### src/rtl/icache_pkg.sv
// icache_pkg: shared widths, state encoding and tag-width helper for the instruction cache
package icache_pkg;
  localparam int MEM_ADDR_BUS = 32;
  localparam int MEM_DATA_BUS = 32;
  localparam int ICACHE_INDEX_BITS = 6;
  typedef enum logic {
    ICACHE_IDLE  = 1'b0,
    ICACHE_FETCH = 1'b1
  } state_e;
  function automatic int tag_bits(input int addr_width, input int index_bits);
    return addr_width - index_bits - 2;
  endfunction
endpackage

### src/rtl/icache_ram.sv
// icache_ram: valid/tag/data arrays; async read by index, sync write, sync valid clear on reset
//  clock, reset            : clock and synchronous active-high reset (clears every valid bit)
//  rd_index -> rd_valid/rd_tag/rd_data : combinational lookup port
//  we, wr_index, wr_tag, wr_data       : synchronous fill port, sets valid[wr_index]
module icache_ram
  import icache_pkg::*;
#(
  parameter int INDEX_BITS = ICACHE_INDEX_BITS,
  parameter int TAG_BITS   = tag_bits(MEM_ADDR_BUS, ICACHE_INDEX_BITS)
) (
  input  logic                    clock,
  input  logic                    reset,
  input  logic [INDEX_BITS-1:0]   rd_index,
  output logic                    rd_valid,
  output logic [TAG_BITS-1:0]     rd_tag,
  output logic [MEM_DATA_BUS-1:0] rd_data,
  input  logic                    we,
  input  logic [INDEX_BITS-1:0]   wr_index,
  input  logic [TAG_BITS-1:0]     wr_tag,
  input  logic [MEM_DATA_BUS-1:0] wr_data
);
  localparam int LINES = 1 << INDEX_BITS;
  logic [LINES-1:0]        valid_q, valid_d;
  logic [TAG_BITS-1:0]     tag_q  [LINES];
  logic [MEM_DATA_BUS-1:0] data_q [LINES];
  always_comb begin
    valid_d = valid_q;
    if (we) valid_d[wr_index] = 1'b1;
  end
  always_ff @(posedge clock) begin
    if (reset) valid_q <= '0;
    else       valid_q <= valid_d;
  end
  // Tag/data need no reset: an entry is only trusted through its valid bit.
  always_ff @(posedge clock) begin
    if (we && !reset) begin
      tag_q[wr_index]  <= wr_tag;
      data_q[wr_index] <= wr_data;
    end
  end
  assign rd_valid = valid_q[rd_index];
  assign rd_tag   = tag_q[rd_index];
  assign rd_data  = data_q[rd_index];
endmodule

### src/rtl/icache.sv
// icache: direct-mapped read-only instruction cache between IF and the memory controller
//  clock, reset                  : single clock, synchronous active-high reset
//  if_req, if_pc, if_flush       : fetch request (held until if_ready/if_flush), redirect cancel
//  if_ready, if_inst             : one-cycle delivery pulse and instruction word
//  mc_read, mc_addr              : registered fetch request to controller, held until mc_ready
//  mc_busy, mc_ready, mc_data    : controller status (unused), completion pulse and word
module icache
  import icache_pkg::*;
#(
  parameter int INDEX_BITS = ICACHE_INDEX_BITS,
  parameter int ADDR_WIDTH = MEM_ADDR_BUS
) (
  input  logic                    clock,
  input  logic                    reset,
  input  logic                    if_req,
  input  logic [ADDR_WIDTH-1:0]   if_pc,
  input  logic                    if_flush,
  output logic                    if_ready,
  output logic [MEM_DATA_BUS-1:0] if_inst,
  output logic                    mc_read,
  output logic [ADDR_WIDTH-1:0]   mc_addr,
  input  logic                    mc_busy,
  input  logic                    mc_ready,
  input  logic [MEM_DATA_BUS-1:0] mc_data
);
  localparam int TAG_BITS = ADDR_WIDTH - INDEX_BITS - 2;
  state_e                  state_q, state_d;
  logic                    drop_q, drop_d;
  logic                    if_ready_q, if_ready_d;
  logic [MEM_DATA_BUS-1:0] if_inst_q, if_inst_d;
  logic                    mc_read_q, mc_read_d;
  logic [ADDR_WIDTH-1:0]   mc_addr_q, mc_addr_d;
  logic                    rd_valid;
  logic [TAG_BITS-1:0]     rd_tag;
  logic [MEM_DATA_BUS-1:0] rd_data;
  logic                    lookup, hit, miss, fill, deliver;
  logic                    unused_ok;
  assign unused_ok = &{1'b0, mc_busy, if_pc[1:0]};
  icache_ram #(.INDEX_BITS(INDEX_BITS), .TAG_BITS(TAG_BITS)) u_ram (
    .clock    (clock),
    .reset    (reset),
    .rd_index (if_pc[INDEX_BITS+1:2]),
    .rd_valid (rd_valid),
    .rd_tag   (rd_tag),
    .rd_data  (rd_data),
    .we       (fill),
    .wr_index (mc_addr_q[INDEX_BITS+1:2]),
    .wr_tag   (mc_addr_q[ADDR_WIDTH-1:INDEX_BITS+2]),
    .wr_data  (mc_data)
  );
  // No lookup while a delivery pulse is out, so a held if_req is not served twice.
  assign lookup  = (state_q == ICACHE_IDLE) && if_req && !if_flush && !if_ready_q;
  assign hit     = lookup && rd_valid && (rd_tag == if_pc[ADDR_WIDTH-1:INDEX_BITS+2]);
  assign miss    = lookup && !hit;
  assign fill    = (state_q == ICACHE_FETCH) && mc_ready;
  assign deliver = fill && !drop_q && !if_flush;
  always_comb begin
    state_d    = miss ? ICACHE_FETCH : fill ? ICACHE_IDLE : state_q;
    mc_read_d  = miss || (mc_read_q && !fill);
    mc_addr_d  = miss ? {if_pc[ADDR_WIDTH-1:2], 2'b00} : mc_addr_q;
    if_ready_d = hit || deliver;
    if_inst_d  = hit ? rd_data : deliver ? mc_data : if_inst_q;
    // A redirect during a fill lets the fill land in the array but suppresses its delivery.
    drop_d     = (state_q == ICACHE_FETCH) && !fill && (drop_q || if_flush);
  end
  always_ff @(posedge clock) begin
    if (reset) begin
      state_q    <= ICACHE_IDLE;
      drop_q     <= 1'b0;
      if_ready_q <= 1'b0;
      if_inst_q  <= '0;
      mc_read_q  <= 1'b0;
      mc_addr_q  <= '0;
    end else begin
      state_q    <= state_d;
      drop_q     <= drop_d;
      if_ready_q <= if_ready_d;
      if_inst_q  <= if_inst_d;
      mc_read_q  <= mc_read_d;
      mc_addr_q  <= mc_addr_d;
    end
  end
  assign if_ready = if_ready_q;
  assign if_inst  = if_inst_q;
  assign mc_read  = mc_read_q;
  assign mc_addr  = mc_addr_q;
endmodule

### config.mk
export PLATFORM = sky130hd
export DESIGN_NAME = icache
export DESIGN_NICKNAME = d
export VERILOG_FILES = /design/src/rtl/icache_pkg.sv /design/src/rtl/icache_ram.sv /design/src/rtl/icache.sv
export SDC_FILE = /design/constraint.sdc
export NUM_CORES = 2
export LEC_CHECK = 0
export BUFFER_PORTS_ARGS = -buffer_cell sky130_fd_sc_hd__buf_2
export CAP_MARGIN = 20
export CORE_MARGIN = 2
export CORE_UTILIZATION = 41
export DETAILED_ROUTE_END_ITERATION = 8
export GPL_TIMING_DRIVEN = 1
export PLACE_DENSITY = 0.65
export SYNTH_ARGS = -nofsm -noshare
export SYNTH_HDL_FRONTEND = slang
export SYNTH_SLANG_ARGS = --single-unit
### constraint.sdc
create_clock -name clock -period 6.4 [get_ports clock]
set_clock_uncertainty 0.1 [all_clocks]
set_input_delay 0.32 -clock clock [delete_from_list [all_inputs] [get_ports clock]]
set_output_delay 0.32 -clock clock [all_outputs]
set_load 0.05 [all_outputs]
==> flow_summary.toml <==
[run_status]
status = "completed"

[critical_path]
worstPathCellList = "buf_8 -> buf_4 -> mux4_2 -> mux4_2 -> a221oi_1 -> o2111ai_1 -> or4_1 -> nor4_4 -> buf_12 -> buf_12 -> mux2i_1 -> nor2_1"
reg2reg_to = "if_inst[20]"
critPathLaunchType = "input port"
cpMaxStageDelayCell = "a221oi_1"
crit_required_ns = 7.05
critPathBufInv = 4
crit_arrival_ns = 5.89
r2r-start = "u_ram.tag_q[55][16]"
crit_path_end_kind = "register"
crit_family = "buffers and inverters"
critical_path.max_fanout = 75
cp-startpoint = "if_pc[4]"
slowest_delay_ns = 0.79
rr_worst_depth = 10
path_class = "in2reg"
ff2ff_setup_slack_ns = 1.21

[pwr]
p_switching_w = 0.0104
ir_drop_v = 0.000294
powerDensity_nw_per_um2 = 308
leakage_nw = 49.6
power.internal_w = 0.0397
share_comb_of_total_power_pct = 4.4
pwr-share-clk_pct = 42.3
swShare_pct = 20.8
p_seq_share_pct = 53.3

[cells_and_area]
mostFrequentLayoutCells = "edfxtp_1 (3584), mux4_2 (1033), clkbuf_16 (372), buf_4 (204), mux2i_1 (171)"
area_growth_pct = 14.3
final_common_cell = "edfxtp_1"
n_fill_cell = 27900
drive_gt1_share_pct = 30.1
nets = 6726

[logic_synthesis]
async_flop_share_pct = 0
ys_ff_latch = 3714
ys.flop_type = "edfxtp_1"
syn-cell-area_um2 = 142000
yosysSeqAreaShare_pct = 77.4
synth_edf_count = 3584
yosysWarnings = 0
synth_cell_types = 77
syn_avg_cell_area_um2 = 23.0
syn_inst = 6202

[drt]
wire_per_inst_um = 34.8
drc = 0
wirelength_um = 402000
first_iter_violations = 10600
ant_nets = 0
first_pass_iters = 6
via_per_inst = 6.14
via_count = 70800

[clock_tree]
postCtsSetupBuffers = 0
path_clk_slew_ns = 0.06
cts_buffers = 363
cts_sinks = 3714
cts_tree = "done"
ctsHtreeMaxLevel = 5
cts_buffer_depth = 4
worstSkewPairLatency_ns = 0.91
cts_root_buf = "clkbuf_16"

[place]
dp_hpwl_um = 211000
globalplace.congestion = 0.803
portBuffers = 130

[worst_hold_path]
holdPathStages = 1
hold_path.class = "in2reg"
min_from = "mc_data[24]"
whs_endpoint = "u_ram.data_q[46][24]"

[run]
cap_viol_max_count = 0

[grt]
grt_first_pass_wirelength_um = 553000
grt_pass1_vias = 69600
grt_max_degree = 97
grt.overflow.total = 0
gr-usage-all-layers_pct = 22.4
antenna_found_initial = 21

[die]
dieHeight_um = 593
num_io_pins = 136
die_x_um = 593
row_count = 216
core_area_um2 = 346000
dieArea_um2 = 352000
start_util_pct = 41.2

[timing]
finalHoldViolCount = 0
tightest_slew_ns = 1.18
period_share_pct = 82.0
max_freq_mhz = 191
maxSlewViolCount = 0
timing.hold.ws_ns = 0.0460
setup_viol = 0
relSlewSlack_pct = 21.2
rsz0062_at_grt = "false"
finalCriticalPeriod_ns = 5.25
tns_ns = 0
-- repair_timing --
action / 4_1_cts / 5_1_grt
endpoints found under the hold margin: 276 / 129
hold buffers: 36 / 2
resized for setup: 0 / 0
-- kinds of logic (layout without fill, tap and decap cells) --
kind of cell / after synthesis / in the layout / synth area share, %
mux: 1235 / 1235 / 17.8
flops: 3714 / 3714 / 77.4
compound gates: 338 / 338 / 1.68
buf+inv: 424 / 1172 / 1.39
xor+xnor: 15 / 15 / 0.0922
other cells: 1 / 10 / 0.00263
simple gates: 475 / 475 / 1.64
-- synth_stat cells, drive strengths merged, types with 6 or more instances --
cell | n | area [um^2]
a31oi | 10 | 62.6
a221oi | 10 | 87.6
and2 | 7 | 43.8
mux2 | 29 | 327
o31ai | 6 | 45.0
a211oi | 34 | 305
nand3b | 6 | 45.0
mux2i | 171 | 1710
nand2 | 114 | 428
o2111ai | 6 | 52.6
nand2b | 58 | 363
edfxtp | 3584 | 108000
nor2 | 139 | 524
a22oi | 60 | 450
nor3 | 18 | 90.1
clkbuf | 145 | 544
nor2b | 48 | 300
xor2 | 6 | 52.6
dfxtp | 130 | 2600
xnor2 | 9 | 78.8
nand4 | 12 | 75.1
and3 | 6 | 37.5
o211ai | 11 | 82.6
inv | 69 | 259
buf | 210 | 1180
nand3 | 32 | 160
o22ai | 86 | 538
mux4 | 1035 | 23300
nor4 | 7 | 50.1
o21ai | 27 | 135
a21oi | 37 | 185
-- registers in the layout, summed over array words and instances, names as in the netlist --
name / cells
u_ram.data_q: 2048
u_ram.tag_q: 1536
u_ram.valid_q: 64
if_inst: 32
mc_addr: 30
drop_q: 1
if_ready: 1
mc_read: 1
state_q: 1
-- how the worst max path moves through the flow --
| stage | slack [ns] | endpoint | cells past startpoint |
|---|---|---|---|
| after global placement | 0.42 | if_inst[21] | 12 |
| after detailed placement | 0.45 | if_inst[17] | 12 |
| after floorplan | 1.77 | u_ram.data_q[16][0] | 5 |
| after global routing | 0.99 | if_inst[28] | 12 |
| after CTS | 1.35 | if_inst[20] | 10 |
| final | 1.15 | if_inst[20] | 12 |
-- layer usage --
metal  wire [um]  GRT usage (%)  share of wire [%]
met4       12000           6.25                3.0
met1      155000           31.4                 39
met3       43600           4.78                 11
met5          51              0              0.013
met2      191000           35.6                 48
-- final cells by class --
type | instances | area [um^2] | area share (%)
repair buffers | 443 | 4080 | 2.51
multi-input cells | 2065 | 30700 | 18.9
diodes | 8 | 20.0 | 0.0123
clock buffers | 454 | 9740 | 5.98
well taps | 4578 | 5730 | 3.52
inverters | 69 | 272 | 0.167
flip-flops and latches | 3714 | 110000 | 67.8
clock inverters | 206 | 1910 | 1.17
-- power groups by stage --
stage	clock network, W	logic (W)	registers (W)
floorplan	0	0.00128	0.0273
finish	0.0212	0.00221	0.0267
CTS	0.0214	0.00212	0.0268
global route	0.0223	0.00234	0.0267
global placement	0	0.00206	0.0273
detailed placement	0	0.00210	0.0273
-- through the flow --
| step | setup slack [ns] | instance area (um^2) | power, W | util, % | std cells |
|---|---|---|---|---|---|
| 2_1_floorplan | 1.77 | 142000 | 0.0286 | - | 6203 |
| 3_3_place_gp | 0.420 | 150000 | 0.0293 | 43.4 | 10800 |
| 3_5_place_dp | 0.455 | 150000 | 0.0294 | 43.4 | 10800 |
| 4_1_cts | 1.35 | 162000 | 0.0503 | 46.9 | 11500 |
| 5_1_grt | 0.992 | 163000 | 0.0513 | 47.0 | 11500 |
| 6_report | 1.15 | 163000 | 0.0501 | 47.0 | 11500 |
-- worst reg2reg max path, stage by stage, from the launching register on --
cell,delay (ns)
edfxtp_1,0.39
mux4_2,0.49
mux4_2,0.63
a221oi_1,0.79
o2111ai_1,0.38
or4_1,0.71
nor4_4,0.52
buf_12,0.34
buf_12,0.32
mux2i_1,0.30
nor2_1,0.06
Power figures use the tool's default switching activity.
